--- config.mk ---
export PLATFORM = sky130hd
export DESIGN_NAME = div_enable_gen_flat
export DESIGN_NICKNAME = d
export VERILOG_FILES = /design/src/rtl/div_enable_gen_if.sv /design/src/rtl/div_enable_gen.sv /design/src/flat_wrapper.sv
export SDC_FILE = /design/constraint.sdc
export NUM_CORES = 1
export LEC_CHECK = 0
export BUFFER_PORTS_ARGS = -buffer_cell sky130_fd_sc_hd__buf_2
export CAP_MARGIN = 0
export CELL_PAD_IN_SITES_DETAIL_PLACEMENT = 1
export CELL_PAD_IN_SITES_GLOBAL_PLACEMENT = 1
export CORE_ASPECT_RATIO = 1.25
export CORE_UTILIZATION = 46
export DETAILED_ROUTE_END_ITERATION = 8
export PLACE_DENSITY_LB_ADDON = 0.1
export RECOVER_POWER = 25
export SLEW_MARGIN = 20
export SYNTH_ARGS = -nofsm -noshare
export SYNTH_HDL_FRONTEND = slang
export SYNTH_SLANG_ARGS = --single-unit
--- constraint.sdc ---
create_clock -name clk -period 4.8 [get_ports clk]
set_input_delay 0.24 -clock clk [delete_from_list [all_inputs] [get_ports clk]]
set_output_delay 0.24 -clock clk [all_outputs]
set_load 0.02 [all_outputs]
--- src/rtl/div_enable_gen_if.sv ---
// Handshake/config bundle between a sequencer and the enable-strobe generator.
// The master drives requests and configuration; the slave returns the strobe and status.
interface div_enable_gen_if #(
    parameter int PRESCALE_W = 8,
    parameter int BURST_W    = 8
);
    logic                  start;
    logic                  stop;
    logic                  mode;
    logic [PRESCALE_W-1:0] prescale;
    logic [BURST_W-1:0]    burst_len;
    logic                  enb;
    logic                  busy;
    logic                  done;

    modport master (
        output start, stop, mode, prescale, burst_len,
        input  enb, busy, done
    );

    modport slave (
        input  start, stop, mode, prescale, burst_len,
        output enb, busy, done
    );
endinterface

--- src/rtl/div_enable_gen.sv ---
// Programmable enable-strobe generator feeding the clock divider's enb input:
// one-cycle strobe every P+1 cycles, continuous or for a counted burst of N strobes.
module div_enable_gen #(
    parameter int PRESCALE_W = 8,
    parameter int BURST_W    = 8
) (
    input  logic             clk,
    input  logic             rst,
    div_enable_gen_if.slave  bus
);

    typedef enum logic [1:0] {
        IDLE  = 2'd0,
        RUN   = 2'd1,
        BURST = 2'd2
    } state_t;

    state_t                state_q, state_d;
    logic [PRESCALE_W-1:0] pcnt_q, pcnt_d;
    logic [PRESCALE_W-1:0] p_q, p_d;
    logic [BURST_W-1:0]    bcnt_q, bcnt_d;
    logic [BURST_W-1:0]    n_q, n_d;
    logic                  mode_q, mode_d;
    logic                  done_q, done_d;

    logic active;
    logic strobe;

    // Strobe is decoded purely from registers so the divider sees a glitch-free enable.
    assign active = (state_q == RUN) || (state_q == BURST);
    assign strobe = active && (pcnt_q == p_q);

    always_ff @(posedge clk) begin
        if (!rst) begin
            state_q <= IDLE;
            pcnt_q  <= '0;
            p_q     <= '0;
            bcnt_q  <= '0;
            n_q     <= '0;
            mode_q  <= 1'b0;
            done_q  <= 1'b0;
        end else begin
            state_q <= state_d;
            pcnt_q  <= pcnt_d;
            p_q     <= p_d;
            bcnt_q  <= bcnt_d;
            n_q     <= n_d;
            mode_q  <= mode_d;
            done_q  <= done_d;
        end
    end

    always_comb begin
        state_d = state_q;
        pcnt_d  = pcnt_q;
        p_d     = p_q;
        bcnt_d  = bcnt_q;
        n_d     = n_q;
        mode_d  = mode_q;
        done_d  = 1'b0;

        case (state_q)
            IDLE: begin
                // A simultaneous stop vetoes the start.
                if (bus.start && !bus.stop) begin
                    p_d    = bus.prescale;
                    n_d    = bus.burst_len;
                    mode_d = bus.mode;
                    pcnt_d = '0;
                    bcnt_d = '0;
                    if (!bus.mode) begin
                        state_d = RUN;
                    end else if (bus.burst_len == '0) begin
                        done_d = 1'b1;
                    end else begin
                        state_d = BURST;
                    end
                end
            end

            RUN, BURST: begin
                if (bus.stop) begin
                    state_d = IDLE;
                    pcnt_d  = '0;
                end else begin
                    pcnt_d = strobe ? '0 : pcnt_q + PRESCALE_W'(1);
                    if ((state_q == BURST) && strobe) begin
                        // N >= 1 is guaranteed here, so N-1 cannot underflow.
                        if (bcnt_q == n_q - BURST_W'(1)) begin
                            state_d = IDLE;
                            done_d  = 1'b1;
                        end else begin
                            bcnt_d = bcnt_q + BURST_W'(1);
                        end
                    end
                end
            end

            default: begin
                state_d = IDLE;
            end
        endcase
    end

    assign bus.enb  = strobe;
    assign bus.busy = active;
    assign bus.done = done_q;

endmodule

--- src/flat_wrapper.sv ---
// flat-port wrapper written by rule: the top's interface ports become plain ports
module div_enable_gen_flat 
#(
    parameter int PRESCALE_W = 8,
    parameter int BURST_W    = 8
)
  (clk, rst, bus_start, bus_stop, bus_mode, bus_prescale, bus_burst_len, bus_enb, bus_busy, bus_done);
  div_enable_gen_if #(.PRESCALE_W(PRESCALE_W), .BURST_W(BURST_W)) bus_i ();
  input  logic clk;
  input  logic rst;
  input wire logic [$bits(bus_i.start)-1:0] bus_start;
  input wire logic [$bits(bus_i.stop)-1:0] bus_stop;
  input wire logic [$bits(bus_i.mode)-1:0] bus_mode;
  input wire logic [$bits(bus_i.prescale)-1:0] bus_prescale;
  input wire logic [$bits(bus_i.burst_len)-1:0] bus_burst_len;
  output wire logic [$bits(bus_i.enb)-1:0] bus_enb;
  output wire logic [$bits(bus_i.busy)-1:0] bus_busy;
  output wire logic [$bits(bus_i.done)-1:0] bus_done;
  assign bus_i.start = bus_start;
  assign bus_i.stop = bus_stop;
  assign bus_i.mode = bus_mode;
  assign bus_i.prescale = bus_prescale;
  assign bus_i.burst_len = bus_burst_len;
  assign bus_enb = bus_i.enb;
  assign bus_busy = bus_i.busy;
  assign bus_done = bus_i.done;
  div_enable_gen #(.PRESCALE_W(PRESCALE_W), .BURST_W(BURST_W)) u_core (.clk(clk), .rst(rst), .bus(bus_i));
endmodule
# --- Word-level counts from Yosys, hierarchy flattened ---
# Index checks and enable logic that the tools add are counted.
word_totals:
  ff_bits: 35
  inputBits: 21
  out_inout_bits: 3
  wordCells: 55
op_classes:
  add_sub_neg: 3
  n_eq_ne: 11
  mux: 22
  n_reduce_logical: 13
ops:
  columns: ["operator", "count"]
  rows:
  - ["8-bit two-way mux", 6]
  - ["8-bit one-hot mux with 2 select lines", 2]
  - ["8-bit by 1-bit adder with 8-bit output (second input constant)", 2]
  - ["8-bit equality test", 2]
  - ["2-bit two-way mux", 6]
  - ["8-bit zero test", 1]
  - ["8-bit by 1-bit subtractor with 8-bit output (second input constant)", 1]
  - ["1-bit two-way mux", 6]
  - ["3-bit by 2-bit != test with 1-bit output (second input constant)", 2]
  - ["5-bit AND reduction", 1]
  - ["2-bit by 1-bit != test with 1-bit output (second input constant)", 2]
  - ["2-bit != test (second input constant)", 2]
  - ["2-bit one-hot mux with 2 select lines", 1]
  - ["2-bit AND reduction", 2]
  - ["4-bit AND reduction", 1]
  - ["1-bit logical AND", 3]
  - ["3-bit != test (second input constant)", 1]
  - ["2-bit by 1-bit equality test with 1-bit output (second input constant)", 1]
  - ["2-bit equality test (second input constant)", 1]
  - ["2-bit zero test", 1]
  - ["1-bit one-hot mux with 2 select lines", 1]
  - ["2-bit nonzero test", 1]
  - ["2-bit OR reduction", 1]
  - ["1-bit zero test", 1]
  - ["1-bit logical OR", 1]

# --- Depth between registers and ports, before layout ---
# Gate-level depths: netlist of the first run.
logic_depth:
  word_depth: 7
  depth_mapped: 9
  depth_no_buf: 9

# --- Worst setup path before layout of the first run ---
# Ideal clock, no wire load.
synth_path:
  kind: "register to register"
  from: "register u_core.state_q[0]"
  to: "register u_core.bcnt_q[6]"
  setup_ns: 0.115
  arrival_time_ns: 2.264
  required_time_ns: 4.685
  setup_slack_ns: 2.421
  stages_incl_launch_ff: 10
  n_path_buf: 2
  period_less_slack_ns: 2.379
  path_cell_list: "dfxtp_1 inv_1 ha_1 clkbuf_1 a21o_1 buf_1 nor4b_4 a211oi_1 xor2_1 and2_1"
synth_via:
  elab_chain_cells: 6
  word_cells_on_any_way: 14
  classes_between: "6 x eq/ne; 1 x mux; 7 x reduce/logical"
synth_lines:
  columns: ["element", "line", "rtl"]
  rows:
  - ["from (decl)", "div_enable_gen.sv:18", "state_t state_q, state_d;"]
  - ["from (signal assigned)", "div_enable_gen.sv:43", "state_q <= state_d;"]
  - ["2-bit by 1-bit equality test with 1-bit output / 2-bit equality test (equally long branches)", "div_enable_gen.sv:30", "assign active = (state_q == RUN) || (state_q == BURST);"]
  - ["1-bit logical OR (*)", "div_enable_gen.sv:30", null]
  - ["net bus_busy", "flat_wrapper.sv:17", "output wire logic [$bits(bus_i.busy)-1:0] bus_busy;"]
  - ["1-bit logical AND (*)", "div_enable_gen.sv:31", "assign strobe = active && (pcnt_q == p_q);"]
  - ["1-bit logical AND (*)", "div_enable_gen.sv:87", "if ((state_q == BURST) && strobe) begin"]
  - ["2-bit by 1-bit != test with 1-bit output (no source line) (*)", null, null]
  - ["5-bit AND reduction (no source line) (*)", null, null]
  - ["to (signal assigned)", "div_enable_gen.sv:46", "bcnt_q <= bcnt_d;"]
  - ["to (decl)", "div_enable_gen.sv:21", "logic [BURST_W-1:0] bcnt_q, bcnt_d;"]
# The timed path passes the listed nets; every way through them passes the cells marked *.
# A chain may end at the register's enable or synchronous reset.

# --- Final worst setup path of the first run ---
layout_path:
  from: "register u_core.n_q[0]"
  to: "register u_core.bcnt_q[7]"
layout_via:
  elab_chain_cells: 4
layout_lines:
  columns: ["element", "line", "rtl"]
  rows:
  - ["from (decl)", "div_enable_gen.sv:22", "logic [BURST_W-1:0] n_q, n_d;"]
  - ["from (signal assigned)", "div_enable_gen.sv:47", "n_q <= n_d;"]
  - ["8-bit by 1-bit subtractor with 8-bit output", "div_enable_gen.sv:89", "if (bcnt_q == n_q - BURST_W'(1)) begin"]
  - ["8-bit equality test", "div_enable_gen.sv:89", null]
  - ["2-bit != test (no source line)", null, null]
  - ["5-bit AND reduction (no source line)", null, null]
# No other way between the ends.

==> results of run 1 <==
through the flow:
| stage | hold slack (ns) | util [%] | power (mW) |
|---|---|---|---|
| 3_5_place_dp | 0.4730 | 51.72 | 0.4366 |
| 4_1_cts | 0.1715 | 54.18 | 0.6792 |
| 5_1_grt | 0.1925 | 54.12 | 0.7017 |
| 2_1_floorplan | 0.3760 | - | 0.4019 |
| 6_report | 0.1752 | 54.12 | 0.6725 |
| 3_3_place_gp | 0.4633 | 51.72 | 0.4342 |
cell type report:
| class | count | area (um^2) |
|---|---|---|
| fill | 515 | 1866 |
| multi-input combinational | 180 | 1184 |
| sequential | 35 | 700.7 |
| timing repair buffer | 23 | 112.6 |
| clock buffer | 8 | 100.1 |
| tap | 56 | 70.07 |
| inverter | 9 | 33.78 |
how the worst max path moves through the flow:
stage,start,endpoint,slack (ns),cells after the start
5_1_grt,u_core.n_q[0]$_SDFFE_PN0P_,u_core.state_q[1]$_SDFFE_PN0P_,2.10,9
2_1_floorplan,u_core.state_q[0]$_SDFFE_PN0P_,u_core.bcnt_q[6]$_SDFFE_PN0P_,2.42,9
4_1_cts,u_core.n_q[0]$_SDFFE_PN0P_,u_core.bcnt_q[7]$_SDFFE_PN0P_,2.28,9
3_5_place_dp,u_core.n_q[0]$_SDFFE_PN0P_,u_core.bcnt_q[7]$_SDFFE_PN0P_,2.33,9
3_3_place_gp,u_core.n_q[0]$_SDFFE_PN0P_,u_core.bcnt_q[7]$_SDFFE_PN0P_,2.38,9
6_report,u_core.n_q[0]$_SDFFE_PN0P_,u_core.bcnt_q[7]$_SDFFE_PN0P_,2.26,9
metal layers:
metal	vias up	part of all wire (%)	routed length, um
met5	-	0	0
met4	0	3.5	174
met3	13	1.7	86
met2	20	54	2658
met1	822	41	2019
li1	847	-	-
worst min-delay path: cells and delay by family:
| kind | cells | cell delay (ns) |
|---|---|---|
| buffers and inverters | 1 | 0.09 |
| and+or+nand+nor | 1 | 0.04 |
| AOI/OAI and AO/OA | 1 | 0.05 |
cell families after synthesis:
logic type	Yosys count
mux	2
buf+inv	16
compound gates	49
fa+ha+maj	6
xor+xnor	28
flops	35
simple gates	95
sequential cells by signal, indices dropped and copies added, names as in the netlist:
register / cells
u_core.bcnt_q: 8
u_core.n_q: 8
u_core.p_q: 8
u_core.pcnt_q: 8
u_core.state_q: 2
u_core.bus.done: 1
layout by cell type, fill, tap and decap left out, types with 2 or more instances in the layout:
| cell | instances |
|---|---|
| nor3_1 | 3 |
| clkbuf_1 | 3 |
| buf_2 | 21 |
| nor4_2 | 2 |
| nand2_1 | 39 |
| or4_1 | 2 |
| and4_1 | 2 |
| a21oi_1 | 13 |
| o21a_1 | 3 |
| dfxtp_1 | 35 |
| and2_1 | 5 |
| a21o_1 | 2 |
| a21boi_0 | 8 |
| xnor2_1 | 8 |
| xor2_1 | 20 |
| a31oi_1 | 2 |
| clkbuf_8 | 7 |
| nor4_1 | 3 |
| nor2_1 | 18 |
| o21ai_1 | 2 |
| inv_1 | 8 |
| mux2i_1 | 2 |
| nand4_1 | 3 |
| o211ai_1 | 2 |
| o21ai_0 | 5 |
| and3_1 | 4 |
| ha_1 | 6 |
| a211oi_1 | 4 |
| nand3_1 | 7 |
Yosys cell counts (all sizes together) (2+ instances only):
library cell,count,area (um^2)
or4,2,15.01
inv,8,30.03
nor4,5,43.79
o21ai,7,35.03
xnor2,8,70.07
xor2,20,175.2
and2,5,31.28
a211oi,5,42.54
dfxtp,35,700.7
o21a,3,22.52
nor3,4,25.02
a21o,2,15.01
and4,2,17.52
a21oi,13,65.06
and3,4,25.02
a21boi,8,60.06
clkbuf,6,22.52
nor2,18,67.56
mux2i,2,20.02
o211ai,2,15.01
nand2,39,146.4
nand3,7,35.03
a31oi,2,12.51
ha,6,75.07
nand4,3,18.77
report_power, final:
part	internal (mW)	total (mW)	switching, mW
sequential	0.301	0.313	0.0120
combinational	0.0447	0.117	0.0724
clock	0.131	0.243	0.111
==> metrics, run 1 <==
outcome completed; CP max stage cell o32ai_1; starting density of the core 47.82%; DIE AREA 4493 um^2; Placement Setup Slack 2.331 ns; gr busiest metal met2; drt wl/cell 15.88 um; Peak Freq 394.3 MHz; Setup Skew 0.004458 ns; Layout Nets 281; die width 60.15 um; Final min period 2.536 ns; first-pass GRT wire length 7.976 mm; placed cell count 303; register area share after synthesis 36.04%; Reg2Reg Setup Slack 2.26 ns; post-synthesis register bit count 35; Routed WL 4.939 mm; pin count of the biggest net entering global routing 18; dpl cell area 2103 um^2; post-route insts no fill 311; Antenna Nets Post-Route 0; GR Util met2 42.98%; vias in the first global route 1689; reg2reg path depth 9; Clock Tree Root clkbuf_8; Rel. slew slack 54.95%; Starting DRT DRC Count 68; worst-path fanout max 6; Top delay family on crit path compound AO/OA/AOI/OAI gates; Tcrit/Tclk final 52.84%; hold depth 3; Max clock buf depth 2; Tightest Pin Transition 0.6737 ns; GRT Overall Usage 24.41%; CTS sink count 35; area fraction in compound gates after synthesis 18.47%; asr flop ratio synth 0%; Ys Warns 0; I/O pins 24; Startpoint Class flop; diode count 0; CP Buf/Inv Count 1; H-tree levels 2; adder-cell area share of the yosys netlist 3.861%; syn_nets 258; met3 Resource Use GR 4.124%; Distinct cells, synth 44; vias per cell 5.473; final-report setup violation count 0; DRC viols 0; setup TNS 0 ns; hold_sp bus_prescale[6]; synthesized cell area 1944 um^2; Hold Buf Count CTS 0; Crit Path Category flop to flop; Post-synth EDFFs 0; average footprint of a synthesized cell 8.417 um^2; critical path, cell by cell inv_1 > ha_1 > and2_1 > o21a_1 > o32ai_1 > nor4b_4 > a2111oi_4 > xnor2_1 > nor2_1; post-route cell area 2201 um^2; met1 Usage GRT 27.19%; CTS buffer count 5; fin worst setup slack 2.264 ns; critical path arrival 2.70 ns; area growth from synthesis to layout 13.19%; Synth Area in Simple Gates 24.90%; final hold vios 0; Worst VDD drop 0.2229 mV; RSZ-0062 raised after global routing false; Worst EP required 4.96 ns; pwr dens 305.6 nW/um^2; grt ovf 0; largest family of logic cells by synthesized area simple AND/OR/NAND/NOR gates; clk_lat worst skew 0.30 ns; max_cap viols 0; XOR/XNOR share of the synthesized area 12.61%; Reg2Reg Launch Point u_core.n_q[0]$_SDFFE_PN0P_; Clock Pin Slew Worst Setup and Hold Paths 0.07 ns; I/O Buffers 23; via count 1702; post-CTS sizing 0; Post-DP HPWL 3.686 mm; post-synthesis mux area share 1.030%; reg2reg end u_core.bcnt_q[7]$_SDFFE_PN0P_; Cells after Synth 231; initial antenna violation count 0; Max stage delay on crit path 0.60 ns; Setup crit end kind flop; layout cells sized above 1 14.90%; WHS Endpoint u_core.p_q[6]$_SDFFE_PN0P_; GP Congestion 0.8886; Primary FF master, synth dfxtp_1; num rows 26; Post-CTS Setup Bufs 0; fin. max-slew vios 0; Vert. Die Dim 74.69 um; min-delay worst type primary input to flop; Core ar. 4066 um^2; 1st-pass router iterations 4; LEAKAGE 0.8913 nW; CTS tree yes
(Power assumes the default switching activity.)
==> run 2: changes to the inputs <==
--- a/config.mk
+++ b/config.mk
@@ -5,12 +5,13 @@
 export SDC_FILE = /design/constraint.sdc
 export NUM_CORES = 1
 export LEC_CHECK = 0
+export ABC_AREA = 1
 export BUFFER_PORTS_ARGS = -buffer_cell sky130_fd_sc_hd__buf_2
 export CAP_MARGIN = 0
 export CELL_PAD_IN_SITES_DETAIL_PLACEMENT = 1
 export CELL_PAD_IN_SITES_GLOBAL_PLACEMENT = 1
 export CORE_ASPECT_RATIO = 1.25
-export CORE_UTILIZATION = 46
+export CORE_UTILIZATION = 42
 export DETAILED_ROUTE_END_ITERATION = 8
 export PLACE_DENSITY_LB_ADDON = 0.1
 export RECOVER_POWER = 25
==> constraint.sdc (replaced) <==
create_clock -name clk -period 2.5 [get_ports clk]
set_input_delay 0.125 -clock clk [delete_from_list [all_inputs] [get_ports clk]]
set_output_delay 0.125 -clock clk [all_outputs]
set_load 0.02 [all_outputs]
==> run 2 against run 1 <==
Against the previous run: utilization down 5.0 points; final cell count up 37%; register-to-register slack worse by 1.8 ns; setup slack worse by 1.8 ns.
==> metrics, run 2 <==
pin count of the biggest net entering global routing 33 (+15); Fillers 731 (+42%); asr flop ratio synth 0% (unchanged); most common cell after layout, fill and taps aside nand2_1; Ys Warns 0 (unchanged); final core utilization 49.11% (-5.0 points); die width 67.52 um (+12%); Setup Skew 0.006588 ns (+0.002130 ns); Layout Nets 390 (+39%); H-tree levels 2 (unchanged); Reg2Reg Launch Point u_core.n_q[0]$_SDFFE_PN0P_; GRT Overall Usage 21.90% (-2.5 points); cell internal pwr 0.9424 mW (+98%); Setup crit end kind flop; area fraction in compound gates after synthesis 13.10% (-5.4 points); Post-DP HPWL 4.582 mm (+24%); DRC viols 0 (unchanged); fin worst setup slack 0.4877 ns (-1.776 ns); starting density of the core 44.04% (-3.8 points); post-CTS sizing 0 (unchanged); Critical Path Start u_core.n_q[0]$_SDFFE_PN0P_; hold depth 3 (unchanged); Vert. Die Dim 83.90 um (+12%); grt ovf 0 (unchanged); largest family of logic cells by synthesized area simple AND/OR/NAND/NOR gates; CTS tree yes; pwr dens 595.5 nW/um^2 (+95%); outcome completed; Max clock buf depth 2 (unchanged); I/O pins 24 (unchanged); final-report setup violation count 0 (unchanged); Worst EP required 2.65 ns (-2.31 ns); Post-synth EDFFs 0 (unchanged); Startpoint Class flop; Cells after Synth 337 (+46%); clk_lat worst skew 0.28 ns (-0.02 ns); Peak Freq 496.9 MHz (+26%); GP Congestion 0.8103 (-8.8%); post-synthesis mux area share 0% (-1.0 points); max_cap viols 0 (unchanged); initial antenna violation count 0 (unchanged); DIE AREA 5664 um^2 (+26%); layout cells sized above 1 20.88% (+6.0 points); Starting DRT DRC Count 18 (-74%); Routed WL 5.533 mm (+12%); final hold vios 0 (unchanged); Placement Setup Slack 0.4742 ns (-1.857 ns); num rows 29 (+12%); first-pass GRT wire length 9.446 mm (+18%); average footprint of a synthesized cell 6.687 um^2 (-21%); critical path arrival 2.16 ns (-0.54 ns); Yosys top cell by area dfxtp_1; diode count 0 (unchanged); RSZ-0062 raised after global routing false; list of most frequent post-synthesis cells 64 x nand2_1, 44 x inv_1, 35 x dfxtp_1; vias in the first global route 2163 (+28%); min-delay worst type primary input to flop; CTS sink count 35 (unchanged); worst-path fanout max 6 (unchanged); CTS buffer count 5 (unchanged); syn_nets 364 (+41%); adder-cell area share of the yosys netlist 3.331% (-0.53 points); Final min period 2.012 ns (-0.5241 ns); via count 2152 (+26%); Logic pwr share 31.7% (+14 points); vias per cell 5.052 (-7.7%); I/O Buffers 23 (unchanged); Distinct cells, synth 32 (-27%); synthesized cell area 2253 um^2 (+16%); sequential share of power 41.8% (-4.7 points); Tightest Pin Transition 0.4750 ns (-0.1987 ns); most frequent cell after synthesis nand2_1; fin. max-slew vios 0 (unchanged); post-synthesis register bit count 35 (unchanged); reg2reg path depth 16 (+7); setup TNS 0 ns (unchanged); drt wl/cell 12.99 um (-18%); Worst VDD drop 0.3233 mV (+45%); register area share after synthesis 31.09% (-4.9 points); 1st-pass router iterations 2 (-2); Tcrit/Tclk final 80.49% (+28 points); Sw Share 37.01% (+7.9 points); Post-CTS Setup Bufs 0 (unchanged); hold_sp bus_prescale[7]; Antenna Nets Post-Route 0 (unchanged); Rel. slew slack 68.30% (+13 points); Net Sw Power 0.5537 mW (+180%); largest cells by area after synthesis dfxtp_1 31%, nand2_1 11%, inv_1 7.3%, nand3_1 6.2%, nor2_1 5.7%; Synth Area in Simple Gates 36.92% (+12 points); clock power share 26.5% (-9.6 points); XOR/XNOR share of the synthesized area 5.441% (-7.2 points); Crit Path Category flop to flop; share of the synthesized area in the top cell type 31.09% (-4.9 points); Primary FF master, synth dfxtp_1; LEAKAGE 1.080 nW (+21%); Core ar. 5116 um^2 (+26%); Clock Tree Root clkbuf_8; Final Power 1.496 mW (+120%); most frequent cells in the layout 64 x nand2_1, 44 x inv_1, 35 x dfxtp_1, 34 x nor2_1, 28 x nand3_1; area growth from synthesis to layout 11.49%; Hold Buf Count CTS 0 (unchanged); Clock Pin Slew Worst Setup and Hold Paths 0.07 ns (about the same)
-- run 2: cell count changes after synthesis, sizes merged, moves of 11 or more --
cell   change
nor2      +27
nand2     +41
a21oi     +19
nand3     +23
o21ai     +11
inv       +44
-- run 2: cell type report --
class	instances	area, um^2	area share, %
multi-input combinational	243	1325	52.74
sequential	35	700.7	27.89
inverter	53	198.9	7.918
timing repair buffer	25	128.9	5.129
tap	62	77.57	3.088
clock buffer	7	76.32	3.038
clock inverter	1	5.005	0.1992
-- run 2: through the flow --
stage,std cells,cell area (um^2),hold slack [ns]
2_1_floorplan,337,2253,0.2634
4_1_cts,426,2514,0.1179
3_3_place_gp,418,2432,0.4008
3_5_place_dp,418,2432,0.4141
6_report,426,2512,0.1199
5_1_grt,426,2512,0.1298
-- run 2: final timing paths --
kind	endpoint	slack, ns
max	u_core.state_q[0]$_SDFFE_PN0P_	0.49
min	u_core.p_q[7]$_SDFFE_PN0P_	0.12
max reg2reg	u_core.state_q[0]$_SDFFE_PN0P_	0.49
min reg2reg	u_core.p_q[3]$_SDFFE_PN0P_	0.46
-- run 2: power groups by stage --
| stage | Combinational, mW | Sequential, mW | Clock (mW) |
|---|---|---|---|
| floorplan | 0.366 | 0.631 | 0 |
| global placement | 0.465 | 0.638 | 0 |
| detailed placement | 0.477 | 0.639 | 0 |
| CTS | 0.481 | 0.625 | 0.413 |
| global route | 0.539 | 0.631 | 0.439 |
| finish | 0.474 | 0.625 | 0.397 |
-- run 2: cells by family after synthesis --
logic type,Yosys count
and+or+nand+nor,171
buffers and inverters,59
AOI/OAI and AO/OA,52
DFF,35
xor gates and xnor gates,14
adders and majority gates,6
-- run 2: worst max-delay path: stages (launching register included) --
cell and delay, ns:
dfxtp_1 0.35, inv_2 0.08, ha_1 0.31, inv_1 0.06
nand2_1 0.04, nand2_1 0.07, nand2_1 0.09, inv_1 0.07
nand2_1 0.05, nor2_1 0.09, nand3_1 0.08, nor2_1 0.15
nand3_1 0.09, nand2_1 0.13, nand2_1 0.09, nand2_1 0.07
a21oi_1 0.06
-- run 2: routing by layer --
layer  track usage (%)  share of wire, %  vias to the layer above
met5                 0                 0                        -
met3             4.098               1.3                        9
met1             22.99                41                     1010
met4             7.157               2.1                        0
li1                  -                 -                     1116
met2             41.22                56                       17
==> run 3: changes to the inputs <==
==> constraint.sdc (replaced) <==
create_clock -name clk -period 1.9 [get_ports clk]
set_input_delay 0.095 -clock clk [delete_from_list [all_inputs] [get_ports clk]]
set_output_delay 0.095 -clock clk [all_outputs]
set_load 0.02 [all_outputs]
==> run 3 against run 2 <==
Against the previous run: combinational power is 50% higher; sequential share of layout area down 1.2 points; maximum frequency rose by 8.8%; setup slack worse by 0.44 ns; hold slack worse by 0.043 ns; register-to-register slack lost 0.44 ns; critical path depth fell by 2; clock power up 33%; highest routed layer unchanged; critical path type unchanged; first-iteration DRC count rose to 3.5 times the previous value.
==> metrics, run 3 (synthesized netlist as in run 2, its figures left out) <==
pin count of the biggest net entering global routing 33 (unchanged); Layout Nets 403 (+3.3%); sequential share of power 40.0% (-1.8 points); via count 2222 (+3.3%); Reg2Reg Launch Point u_core.n_q[1]$_SDFFE_PN0P_; Antenna Nets Post-Route 0 (unchanged); outcome completed; Tcrit/Tclk final 97.35% (+17 points); DRC viols 0 (unchanged); drt wl/cell 13.33 um (+2.7%); setup TNS 0 ns (unchanged); Max clock buf depth 2 (unchanged); Core ar. 5116 um^2 (unchanged); Worst VDD drop 0.4835 mV (+50%); clk_lat worst skew 0.29 ns (about the same); most common cell after layout, fill and taps aside nand2_1; LEAKAGE 1.147 nW (+6.1%); clock power share 25.6% (-0.9 points); CTS buffer count 5 (unchanged); hold depth 3 (unchanged); Peak Freq 540.7 MHz (+8.8%); diode count 0 (unchanged); post-route cell area 2640 um^2 (+5.1%); I/O Buffers 23 (unchanged); layout cells sized above 1 25.46% (+4.6 points); Clock Tree Root clkbuf_8; starting density of the core 44.04% (unchanged); dpl cell area 2507 um^2 (+3.1%); initial antenna violation count 0 (unchanged); Routed WL 5.854 mm (+5.8%); final core utilization 51.60% (+2.5 points); Logic pwr share 34.4% (+2.7 points); 1st-pass router iterations 4 (+2); reg2reg path depth 14 (-2); RSZ-0062 raised after global routing true; Sw Share 37.08% (+0.076 points); Fillers 715 (-2.2%); Setup Skew 0.008220 ns (+0.001631 ns); GRT Overall Usage 22.63% (+0.72 points); final-report setup violation count 0 (unchanged); Reg2Reg Setup Slack 0.05 ns (-0.44 ns); first-pass GRT wire length 9.597 mm (+1.6%); max_cap viols 0 (unchanged); fin. max-slew vios 0 (unchanged); vias per cell 5.062 (+0.20%); WHS Endpoint u_core.p_q[2]$_SDFFE_PN0P_; Worst EP required 2.12 ns (-0.53 ns); critical path arrival 2.07 ns (-0.09 ns); min-delay worst type primary input to flop; Tightest Pin Transition 0.5694 ns (+0.09441 ns); Fin Hold WS 0.07731 ns (-0.04264 ns); Rel. slew slack 62.04% (-6.3 points); Crit Path Category flop to flop; Starting DRT DRC Count 63 (+45); cell internal pwr 1.299 mW (+38%); Vert. Die Dim 83.90 um (unchanged); Clock Pin Slew Worst Setup and Hold Paths 0.07 ns (about the same); Startpoint Class flop; grt ovf 0 (unchanged); Post-DP HPWL 4.660 mm (+1.7%); worst-path fanout max 8 (+2); Final min period 1.850 ns (-0.1627 ns); Final Power 2.064 mW (+38%); die width 67.52 um (unchanged); H-tree levels 2 (unchanged); most frequent cells in the layout 63 x nand2_1, 43 x inv_1, 32 x nor2_1, 32 x dfxtp_1, 28 x nand3_1; CTS tree yes; Setup crit end kind flop; vias in the first global route 2207 (+2.0%); Net Sw Power 0.7656 mW (+38%); reg2reg end u_core.bcnt_q[5]$_SDFFE_PN0P_; I/O pins 24 (unchanged); num rows 29 (unchanged); final hold vios 0 (unchanged); GP Congestion 0.8449 (+4.3%); hold_sp bus_prescale[2]; CTS sink count 35 (unchanged); pwr dens 781.9 nW/um^2 (+31%); area growth from synthesis to layout 17.16%; DIE AREA 5664 um^2 (unchanged)
run 3: how the worst max path moves through the flow:
stage                                                end  slack, ns                      startpoint
after floorplan            u_core.bcnt_q[0]$_SDFFE_PN0P_       0.15  u_core.state_q[1]$_SDFFE_PN0P_
after global placement    u_core.state_q[1]$_SDFFE_PN0P_        0.1      u_core.n_q[0]$_SDFFE_PN0P_
after detailed placement  u_core.state_q[1]$_SDFFE_PN0P_       0.01      u_core.n_q[1]$_SDFFE_PN0P_
after CTS                 u_core.state_q[1]$_SDFFE_PN0P_      0.003      u_core.n_q[1]$_SDFFE_PN0P_
after global routing       u_core.bcnt_q[6]$_SDFFE_PN0P_      -0.12      u_core.n_q[1]$_SDFFE_PN0P_
final                      u_core.bcnt_q[5]$_SDFFE_PN0P_       0.05      u_core.n_q[1]$_SDFFE_PN0P_
run 3: stage by stage:
| stage | worst slack [ns] | std cells |
|---|---|---|
| floorplan | 0.1523 | 337 |
| global placement | 0.09942 | 428 |
| detailed placement | 0.01497 | 428 |
| CTS | 0.002668 | 436 |
| global route | -0.1164 | 439 |
| finish | 0.05039 | 439 |
run 3: critical path, stage by stage (launching register included):
cell     delay [ns]
dfxtp_2        0.33
buf_4          0.13
nor2_2         0.17
nand2_2        0.10
nor2_4         0.15
inv_2          0.05
nand2_1        0.06
nand3_1        0.08
nand2_2        0.10
nand3_2        0.08
nand2_2        0.11
nand2_4        0.10
nand2_8        0.12
nand2_4        0.05
a21oi_2        0.13
run 3: what timing repair did:
| action | 4_1_cts | 5_1_grt |
|---|---|---|
| buffers inserted | 0 | 3 |
| gates resized for setup | 0 | 11 |
| hold buffers | 0 | 0 |
| endpoints found under the setup margin | 0 | 12 |
run 3: layout make-up:
class                      count  area, um^2  share of cell area [%]
clock inverter                 1       5.005                  0.1896
inverter                      53       198.9                   7.536
timing repair buffer          38       222.7                   8.436
clock buffer                   7       76.32                   2.891
tap                           62       77.57                   2.938
multi-input combinational    243        1355                   51.33
sequential                    35       704.4                   26.68
run 3: power by group through the flow:
stage / registers [mW] / logic [mW] / clock network (mW)
2_1_floorplan: 0.830 / 0.481 / 0
3_3_place_gp: 0.838 / 0.668 / 0
3_5_place_dp: 0.840 / 0.689 / 0
4_1_cts: 0.824 / 0.691 / 0.551
5_1_grt: 0.832 / 0.805 / 0.577
6_report: 0.825 / 0.711 / 0.528
run 3: routing by layer:
layer / GRT usage, % / up-vias / routed length, um
met5: 0 / - / 0
met1: 23.19 / 1056 / 2362
met3: 3.279 / 7 / 70
met4: 7.157 / 0 / 73
met2: 43.92 / 13 / 3348
li1: - / 1146 / -
